[config.mk]
export PLATFORM = sky130hd
export DESIGN_NAME = mul_wb_queue
export DESIGN_NICKNAME = d
export VERILOG_FILES = /design/src/rtl/mul_wb_pkg.sv /design/src/rtl/wb_fifo.sv /design/src/rtl/mul_wb_queue.sv
export SDC_FILE = /design/constraint.sdc
export NUM_CORES = 1
export LEC_CHECK = 0
export CORE_MARGIN = 2
export CORE_UTILIZATION = 25
export CTS_CLUSTER_DIAMETER = 40
export DETAILED_ROUTE_END_ITERATION = 8
export PLACE_DENSITY_LB_ADDON = 0.08
export SLEW_MARGIN = 30
export SYNTH_ARGS = -nofsm -noshare
export SYNTH_HDL_FRONTEND = slang
export SYNTH_SLANG_ARGS = --single-unit
[constraint.sdc]
create_clock -name clk_i -period 6.45 [get_ports clk_i]
set_clock_uncertainty 0.1 [all_clocks]
set_input_delay 0.645 -clock clk_i [delete_from_list [all_inputs] [get_ports clk_i]]
set_output_delay 0.645 -clock clk_i [all_outputs]
set_load 0.02 [all_outputs]
[src/rtl/mul_wb_pkg.sv]
// Shared types and sizes for the multiplier writeback queue.
// Latency: n/a (package only).
// Backpressure: n/a. Width macros get defaults here when the build does not supply them.
`ifndef MUL_LAT
`define MUL_LAT 3
`endif
`ifndef LG_ROB_ENTRIES
`define LG_ROB_ENTRIES 6
`endif
`ifndef LG_PRF_ENTRIES
`define LG_PRF_ENTRIES 6
`endif
`ifndef LG_HILO_PRF_ENTRIES
`define LG_HILO_PRF_ENTRIES 2
`endif

package mul_wb_pkg;
  localparam int DEPTH    = 4;               // FIFO entries, power of 2, >= 2
  localparam int LG_DEPTH = $clog2(DEPTH);
  localparam int LAT      = `MUL_LAT;        // go -> complete is LAT+1 cycles
  localparam int LG_ROB   = `LG_ROB_ENTRIES;
  localparam int LG_PRF   = `LG_PRF_ENTRIES;
  localparam int LG_HILO  = `LG_HILO_PRF_ENTRIES;

  typedef struct packed {
    logic [63:0]        y;
    logic [LG_ROB-1:0]  rob_ptr;
    logic               gpr_val;
    logic [LG_PRF-1:0]  gpr_ptr;
    logic               hilo_val;
    logic [LG_HILO-1:0] hilo_ptr;
  } mul_wb_entry_t;
endpackage

[src/rtl/wb_fifo.sv]
// Storage array for the writeback queue: one write port, one combinational read port.
// Latency: a write is visible on the read port the cycle after it is clocked in.
// Backpressure: none here; pointer, count and credit control live in the parent.
// Ports: clk_i clock; wr_en_i/wr_ptr_i/wr_dat_i write port; rd_ptr_i/rd_dat_o read port.
module wb_fifo #(
  parameter type entry_t = logic [7:0],
  parameter int  DEPTH   = 4,
  localparam int AW      = $clog2(DEPTH)
) (
  input  logic          clk_i,
  input  logic          wr_en_i,
  input  logic [AW-1:0] wr_ptr_i,
  input  entry_t        wr_dat_i,
  input  logic [AW-1:0] rd_ptr_i,
  output entry_t        rd_dat_o
);

  // Data only; validity is tracked by the parent's count, so no reset is needed.
  entry_t mem_q [DEPTH];

  always_ff @(posedge clk_i) begin
    if (wr_en_i) mem_q[wr_ptr_i] <= wr_dat_i;
  end

  assign rd_dat_o = mem_q[rd_ptr_i];

endmodule

[src/rtl/mul_wb_queue.sv]
// Writeback buffer behind the fixed-latency multiplier; issues launch credits to the scheduler.
// Latency: in_complete -> wb_valid 1 cycle; 0 cycles when MUL_WB_BYPASS_EN is defined and the queue is empty.
// Backpressure: head held stable while wb_ready_i is low; the multiplier cannot stall, so mul_ready_o throttles launches.
// Ports: clk_i, rst_ni (async, active-low); issue_go_i/mul_ready_o credit handshake; flush_i kills queued and
//   in-flight ops; in_* multiplier completion; wb_valid_o/wb_ready_i + wb_* head entry; err_overflow_o sticky.
// Optional feature macro: MUL_WB_BYPASS_EN (combinational empty-queue bypass).
module mul_wb_queue
  import mul_wb_pkg::*;
(
  input  logic               clk_i,
  input  logic               rst_ni,
  input  logic               issue_go_i,
  output logic               mul_ready_o,
  input  logic               flush_i,
  input  logic               in_complete_i,
  input  logic [63:0]        in_y_i,
  input  logic [LG_ROB-1:0]  in_rob_ptr_i,
  input  logic               in_gpr_val_i,
  input  logic [LG_PRF-1:0]  in_gpr_ptr_i,
  input  logic               in_hilo_val_i,
  input  logic [LG_HILO-1:0] in_hilo_ptr_i,
  output logic               wb_valid_o,
  input  logic               wb_ready_i,
  output logic [63:0]        wb_y_o,
  output logic [LG_ROB-1:0]  wb_rob_ptr_o,
  output logic               wb_gpr_val_o,
  output logic [LG_PRF-1:0]  wb_gpr_ptr_o,
  output logic               wb_hilo_val_o,
  output logic [LG_HILO-1:0] wb_hilo_ptr_o,
  output logic               err_overflow_o
);

  localparam int CW = LG_DEPTH + 1;

  logic [LG_DEPTH-1:0] wr_ptr_q, wr_ptr_d, rd_ptr_q, rd_ptr_d;
  logic [CW-1:0]       count_q, count_d;
  logic [LAT:0]        infl_q, infl_d;   // bit i: an op launched i+1 cycles ago is still in the multiplier
  logic [LAT:0]        kill_q, kill_d;   // same slots, marks ops launched before a flush
  logic                err_q, err_d;

  mul_wb_entry_t in_dat, head_dat, wb_dat;
  logic          live_cmp, full, byp, wb_valid, pop, q_pop, push, ovf, mul_ready;
  logic [7:0]    occ;

  assign in_dat = '{y: in_y_i, rob_ptr: in_rob_ptr_i, gpr_val: in_gpr_val_i,
                    gpr_ptr: in_gpr_ptr_i, hilo_val: in_hilo_val_i, hilo_ptr: in_hilo_ptr_i};

  wb_fifo #(.entry_t(mul_wb_entry_t), .DEPTH(DEPTH)) u_fifo (
    .clk_i   (clk_i),
    .wr_en_i (push),
    .wr_ptr_i(wr_ptr_q),
    .wr_dat_i(in_dat),
    .rd_ptr_i(rd_ptr_q),
    .rd_dat_o(head_dat)
  );

  // A completion counts only if its op was not launched before a flush; the
  // flush cycle itself clears the queue, so nothing lands in it then.
  assign live_cmp = in_complete_i & ~kill_q[LAT] & ~flush_i;
  assign full     = (count_q == CW'(DEPTH));

`ifdef MUL_WB_BYPASS_EN
  assign byp = (count_q == '0) & live_cmp;
`else
  assign byp = 1'b0;
`endif

  assign wb_valid = ((count_q != '0) & ~flush_i) | byp;
  assign wb_dat   = byp ? in_dat : (wb_valid ? head_dat : '0);
  assign pop      = wb_valid & wb_ready_i;
  assign q_pop    = pop & ~byp;                       // a bypassed result never touched storage
  assign push     = live_cmp & ~(byp & wb_ready_i) & (~full | pop);
  assign ovf      = live_cmp & full & ~pop;

  // Credit counts every op that will still need a slot, including the one
  // completing this cycle; that makes it conservative by at most one.
  assign occ       = 8'(count_q) + 8'($countones(infl_q));
  assign mul_ready = (occ < 8'(DEPTH));

  always_comb begin
    wr_ptr_d = wr_ptr_q;
    rd_ptr_d = rd_ptr_q;
    count_d  = count_q;
    err_d    = err_q | ovf;
    infl_d   = {infl_q[LAT-1:0], issue_go_i & mul_ready & ~flush_i};
    // On flush mark both the old and the advanced slot of each op in flight;
    // the extra marks sit on empty slots, so they never hit a later launch.
    kill_d   = flush_i ? (infl_q | (infl_q << 1)) : (kill_q << 1);
    if (flush_i) begin
      wr_ptr_d = '0;
      rd_ptr_d = '0;
      count_d  = '0;
    end else begin
      if (push)  wr_ptr_d = wr_ptr_q + LG_DEPTH'(1);
      if (q_pop) rd_ptr_d = rd_ptr_q + LG_DEPTH'(1);
      case ({push, q_pop})
        2'b10:   count_d = count_q + CW'(1);
        2'b01:   count_d = count_q - CW'(1);
        default: count_d = count_q;
      endcase
    end
  end

  always_ff @(posedge clk_i or negedge rst_ni) begin
    if (!rst_ni) begin
      wr_ptr_q <= '0;
      rd_ptr_q <= '0;
      count_q  <= '0;
      infl_q   <= '0;
      kill_q   <= '0;
      err_q    <= 1'b0;
    end else begin
      wr_ptr_q <= wr_ptr_d;
      rd_ptr_q <= rd_ptr_d;
      count_q  <= count_d;
      infl_q   <= infl_d;
      kill_q   <= kill_d;
      err_q    <= err_d;
    end
  end

  // Launching without a credit is a scheduler bug; it is reported, not gated.
  a_go_needs_credit: assert property (@(posedge clk_i) disable iff (!rst_ni)
                                      (issue_go_i && !flush_i) |-> mul_ready);

  assign mul_ready_o    = mul_ready;
  assign wb_valid_o     = wb_valid;
  assign wb_y_o         = wb_dat.y;
  assign wb_rob_ptr_o   = wb_dat.rob_ptr;
  assign wb_gpr_val_o   = wb_dat.gpr_val;
  assign wb_gpr_ptr_o   = wb_dat.gpr_ptr;
  assign wb_hilo_val_o  = wb_dat.hilo_val;
  assign wb_hilo_ptr_o  = wb_dat.hilo_ptr;
  assign err_overflow_o = err_q;

endmodule

Word level (Yosys, flattened, before mapping)
Memory sizes are Yosys's and may differ from the RTL's.
Index checks and enable logic that the tools add are counted.
{"block": "totals", "reg_bits": 16, "memories": 1, "mem_bits_rw": 320}
{"block": "op_classes", "add_sub_neg": 8, "n_bitwise": 16, "muxes": 10, "magnitude_cmp": 1, "reduce_logical": 4, "n_eq_ne": 3}
{"memory": "u_fifo.mem_q", "depth": 4, "word_bits": 80, "rd": 1, "rd_ports_with_merged_regs": 0, "wr": 1, "line": "wb_fifo.sv:19", "rtl": "entry_t mem_q [DEPTH];"}
{"op": "2-to-1 mux 80 bit", "count": 1}
{"op": "bitwise AND 1 bit", "count": 9}
{"op": "2-to-1 mux 2 bit", "count": 4}
{"op": "case mux 3 bit (2 select lines)", "count": 1}
{"op": "nonzero test 3 bit", "count": 2}
{"op": "adder 1 x 1 -> 2 bit", "count": 2}
{"op": "adder 2 x 1 -> 2 bit (second input constant)", "count": 2}
{"op": "adder 3 x 3 -> 4 bit", "count": 1}
{"op": "< comparator 4 x 3 -> 1 bit (second input constant)", "count": 1}
{"op": "2-to-1 mux 4 bit", "count": 1}
{"op": "NOT 1 bit", "count": 4}
{"op": "bitwise OR 4 bit", "count": 1}
{"op": "nonzero test 2 bit", "count": 2}
{"op": "adder 2 x 2 -> 3 bit", "count": 1}
{"op": "adder 3 x 1 -> 3 bit (second input constant)", "count": 1}
{"op": "== test 3 bit (second input constant)", "count": 1}
{"op": "2-to-1 mux 3 bit", "count": 1}
{"op": "subtractor 3 x 1 -> 3 bit (second input constant)", "count": 1}
{"op": "== test 2 x 1 -> 1 bit (second input constant)", "count": 1}
{"op": "== test 2 bit (second input constant)", "count": 1}
{"op": "2-to-1 mux 1 bit", "count": 2}
{"op": "bitwise OR 1 bit", "count": 2}

Longest topological paths before layout
{"block": "logic_depth", "ltp_word": 8, "depth_mapped": 9, "mapped_depth_nobuf": 7}

By module
A second synthesis with hierarchy kept.
{"block": "unflattened", "hier_cells": 583, "hier_area_um2": 12976.2}
{"mod": "wb_fifo", "cells_each": 422, "n_inst": 1, "area_per_inst_um2": 11657.4, "seq_area_each_um2": 9609.2}
{"mod": "mul_wb_queue", "cells_each": 161, "n_inst": 1, "area_per_inst_um2": 1318.8, "seq_area_each_um2": 400.4}

Worst setup path after synthesis
Ideal clock, no wire load.
{"block": "synth_path", "kind": "input to register", "from": "input flush_i", "to": "memory u_fifo.mem_q[0][0] (netlist name) (enable)", "n_path_buf": 1, "arrival_ns": 3.304, "setup_slack_ns": 2.599, "setup_ns": 0.447, "stages": 4, "cell_sequence": "buf_6 or3b_4 nor2_1 and2_1"}
{"block": "synth_via", "elab_chain_cells": 7}
{"element": "start: declaration", "line": "mul_wb_queue.sv:14", "rtl": "input logic flush_i,"}
{"element": "NOT 1 bit (*)", "line": "mul_wb_queue.sv:59, mul_wb_queue.sv:68"}
{"element": "bitwise AND 1 bit", "line": "mul_wb_queue.sv:68", "rtl": "assign wb_valid = ((count_q != '0) & ~flush_i) | byp;"}
{"element": "bitwise AND 1 bit", "line": "mul_wb_queue.sv:70", "rtl": "assign pop = wb_valid & wb_ready_i;"}
{"element": "bitwise OR 1 bit", "line": "mul_wb_queue.sv:72", "rtl": "assign push = live_cmp & ~(byp & wb_ready_i) & (~full | pop);"}
{"element": "bitwise AND 1 bit (*)", "line": "mul_wb_queue.sv:72"}
{"element": "2-to-1 mux 1 bit (*)", "line": "wb_fifo.sv:22", "rtl": "if (wr_en_i) mem_q[wr_ptr_i] <= wr_dat_i;"}
{"element": "2-to-1 mux 1 bit (implied by the code) (*)", "line": "wb_fifo.sv:22"}
{"element": "end: declaration", "line": "wb_fifo.sv:19"}
Every way passes the cells marked *; elsewhere a longest branch is shown, timed or not.

Final worst setup path
{"block": "layout_path", "from": "input flush_i", "to": "output wb_y_o[41]"}
{"block": "layout_via", "elab_chain_cells": 3}
{"element": "NOT 1 bit", "line": "mul_wb_queue.sv:68"}
{"element": "bitwise AND 1 bit", "line": "mul_wb_queue.sv:68"}
{"element": "2-to-1 mux 80 bit", "line": "mul_wb_queue.sv:69", "rtl": "assign wb_dat = byp ? in_dat : (wb_valid ? head_dat : '0);"}
{"element": "end: declaration", "line": "mul_wb_queue.sv:24", "rtl": "output logic [63:0] wb_y_o,"}
Every way passes these cells.

==> out/results.ini <==
[logic_synthesis]
synth.most_common_cell=edfxtp_1
synth_cells=601
avgSynthCellArea_sq_um=21.6
synth_fp_nets=695
synth-seq-area-share_pct=77.2
ys_seq_elements=336
synth-edff-count=320
synthArstFlopShare_pct=4.76
yosysUniqueCellTypes=35
yosys_warnings=0
synth_top_flop_cell=edfxtp_1
synth_top_cell_area_share_pct=74.1
synth_area_sq_um=13000
yosys.area.top_type=edfxtp_1
synthTopCellsByCount=edfxtp_1 (320), and2_1 (85), mux4_2 (80)
synthTopCellsByArea=edfxtp_1 (74%), mux4_2 (14%), and2_1 (4.1%)

[clock_network]
clock_latency_ps=560
clockBufferDepth=3
cts_max_level=3
cts_num_sinks=336
clk_pin_slew_worst_paths_ps=50
post-cts-setup-buffers=0
cts_tree=yes
clk_root_buffer_cell=clkbuf_16
cts_made_buffers=66
cts_resized=0
hold_buffers=0

[finish]
nets=912
final_area_sq_um=17700
num_antenna_cells=0
syn_to_final_growth_pct=36.4
drive_above_1_share_pct=22.7

[setup_path]
cp-start-kind=input port
end_kind=primary output
cp_max_fo=46
required_ps=5700
critPathKind=input port to primary output
arrival_ps=3400

[die]
fp.dieArea_sq_um=53700
die_x_um=232
rows=83
core_sq_um=51300
start_util_pct=25.3
die_h_um=232
pin_count=169

[timing]
slew_headroom_pct=37.1
fin_crit_sh_pct=64.3
worst_pin_slew_ps=941
timing_hold_violations_final=0
rsz0062_at_grt=false
tns_ps=0
slew_viol_final=0
max_freq_mhz=241
setup_violations=0
period_minus_slack_ps=4150

[power_and_ir_drop]
vdd_drop_max_v=0.000164
p_total_uw=6040
p_leak_uw=0.00571
power.density_nw_per_um2=341

[status]
status=complete, no violations

[routing]
drt_iter0_drc=359
drt-wirelength-per-cell_um=19.6
ant_nets=0
vias=6580
drt-total-wl_mm=30.3
first_pass_iters=4
drc=0
via_per_inst=4.25

[placement]
portBuffers=168
hpwl_mm=17.6
placed_area_sq_um=15500
finalWeightedCongestion=0.661

[global_routing]
grt.overflow.total=0
grt_pass1_wl_mm=45.9
grt_usage_pct=11.6
antenna_found_initial=3
grt_pass1_vias=7550
grt_max_degree=51

[min_path]
min_path_type=register to register

[job]
cap_viol_max_count=0

-- cell type report --
class	instances	area [sq um]
Clock buffer	79	1760
Inverter	4	15.0
Timing Repair Buffer	180	1860
Sequential cell	336	10000
Tap cell	680	851
Fill cell	4862	33600
Clock inverter	38	384
Multi-Input combinational cell	230	2800
-- layout by cell type, fill, tap and decap left out, drive strengths merged, types with 2 or more instances in the layout --
master / instances
a211oi: 2
a21o: 2
a21oi: 5
and2: 85
buf: 12
bufinv: 6
clkbuf: 79
clkdlybuf4s50: 168
clkinv: 27
clkinvlp: 2
dfrtp: 16
edfxtp: 320
fa: 2
ha: 6
inv: 7
mux4: 80
nand2: 5
nor2: 13
nor2b: 3
nor3: 4
o21ai: 4
o31ai: 2
or3: 2
xnor2: 4
-- final timing paths --
kind / start / end / slack (ps) / depth (start not counted)
max: flush_i / wb_y_o[41] / 2300 / 5
max in group asynchronous: rst_ni / rd_ptr_q[1] / 5260 / 1
max reg2reg: count_q[1] / count_q[2] / 3320 / 8
min reg2reg: infl_q[1] / infl_q[2] / 340 / 0
min in group asynchronous: rst_ni / kill_q[2] / 430 / 1
min: infl_q[1] / infl_q[2] / 340 / 0
-- cell families after synthesis --
family / Yosys count / synth area share, %
buffers and inverters: 35 / 1.35
adders and majority gates: 8 / 0.888
DFF: 336 / 77.2
and+or+nand+nor: 120 / 5.52
muxes: 80 / 13.9
AOI/OAI and AO/OA: 17 / 0.839
xor gates and xnor gates: 5 / 0.338
-- report_power, final --
part           internal [uW]  total, uW  switching [uW]
Sequential              2440       2470            24.4
Clock                   2180       3250            1070
Combinational            169        321             153
Total                   4790       6040            1250
-- flip-flops by register name, indices dropped and copies added, names as in the netlist --
signal and flops:
u_fifo.mem_q 320, infl_q 4, count_q 3, rd_ptr_q 2, wr_ptr_q 2, err_overflow_o 1, kill_q 4
-- worst max-delay path, cell delays in order --
cell and delay [ps]:
clkdlybuf4s50_1 790, nor2_4 600, buf_4 490, and2_1 230, clkdlybuf4s50_1 610
-- through the flow --
stage	hold WS, ps	setup slack (ps)	util, %	instances
6_report	339	2300	34.5	1547
3_5_place_dp	330	1790	30.3	1429
3_3_place_gp	312	1910	30.1	1426
5_1_grt	350	2070	34.5	1547
2_1_floorplan	249	2600	-	601
4_1_cts	341	1770	34.4	1546
-- per-layer routing --
layer  track usage [%]  wire length, um  vias up  part of all wire (%)
li1                  -                -     2881                     -
met1              13.2            12100     3444                    40
met2              20.1            15600      181                    51
met3              4.15             1870       68                   6.2
met4              4.21              743        6                   2.4
met5                 0               37        -                  0.12
(Power assumes the default switching activity.)
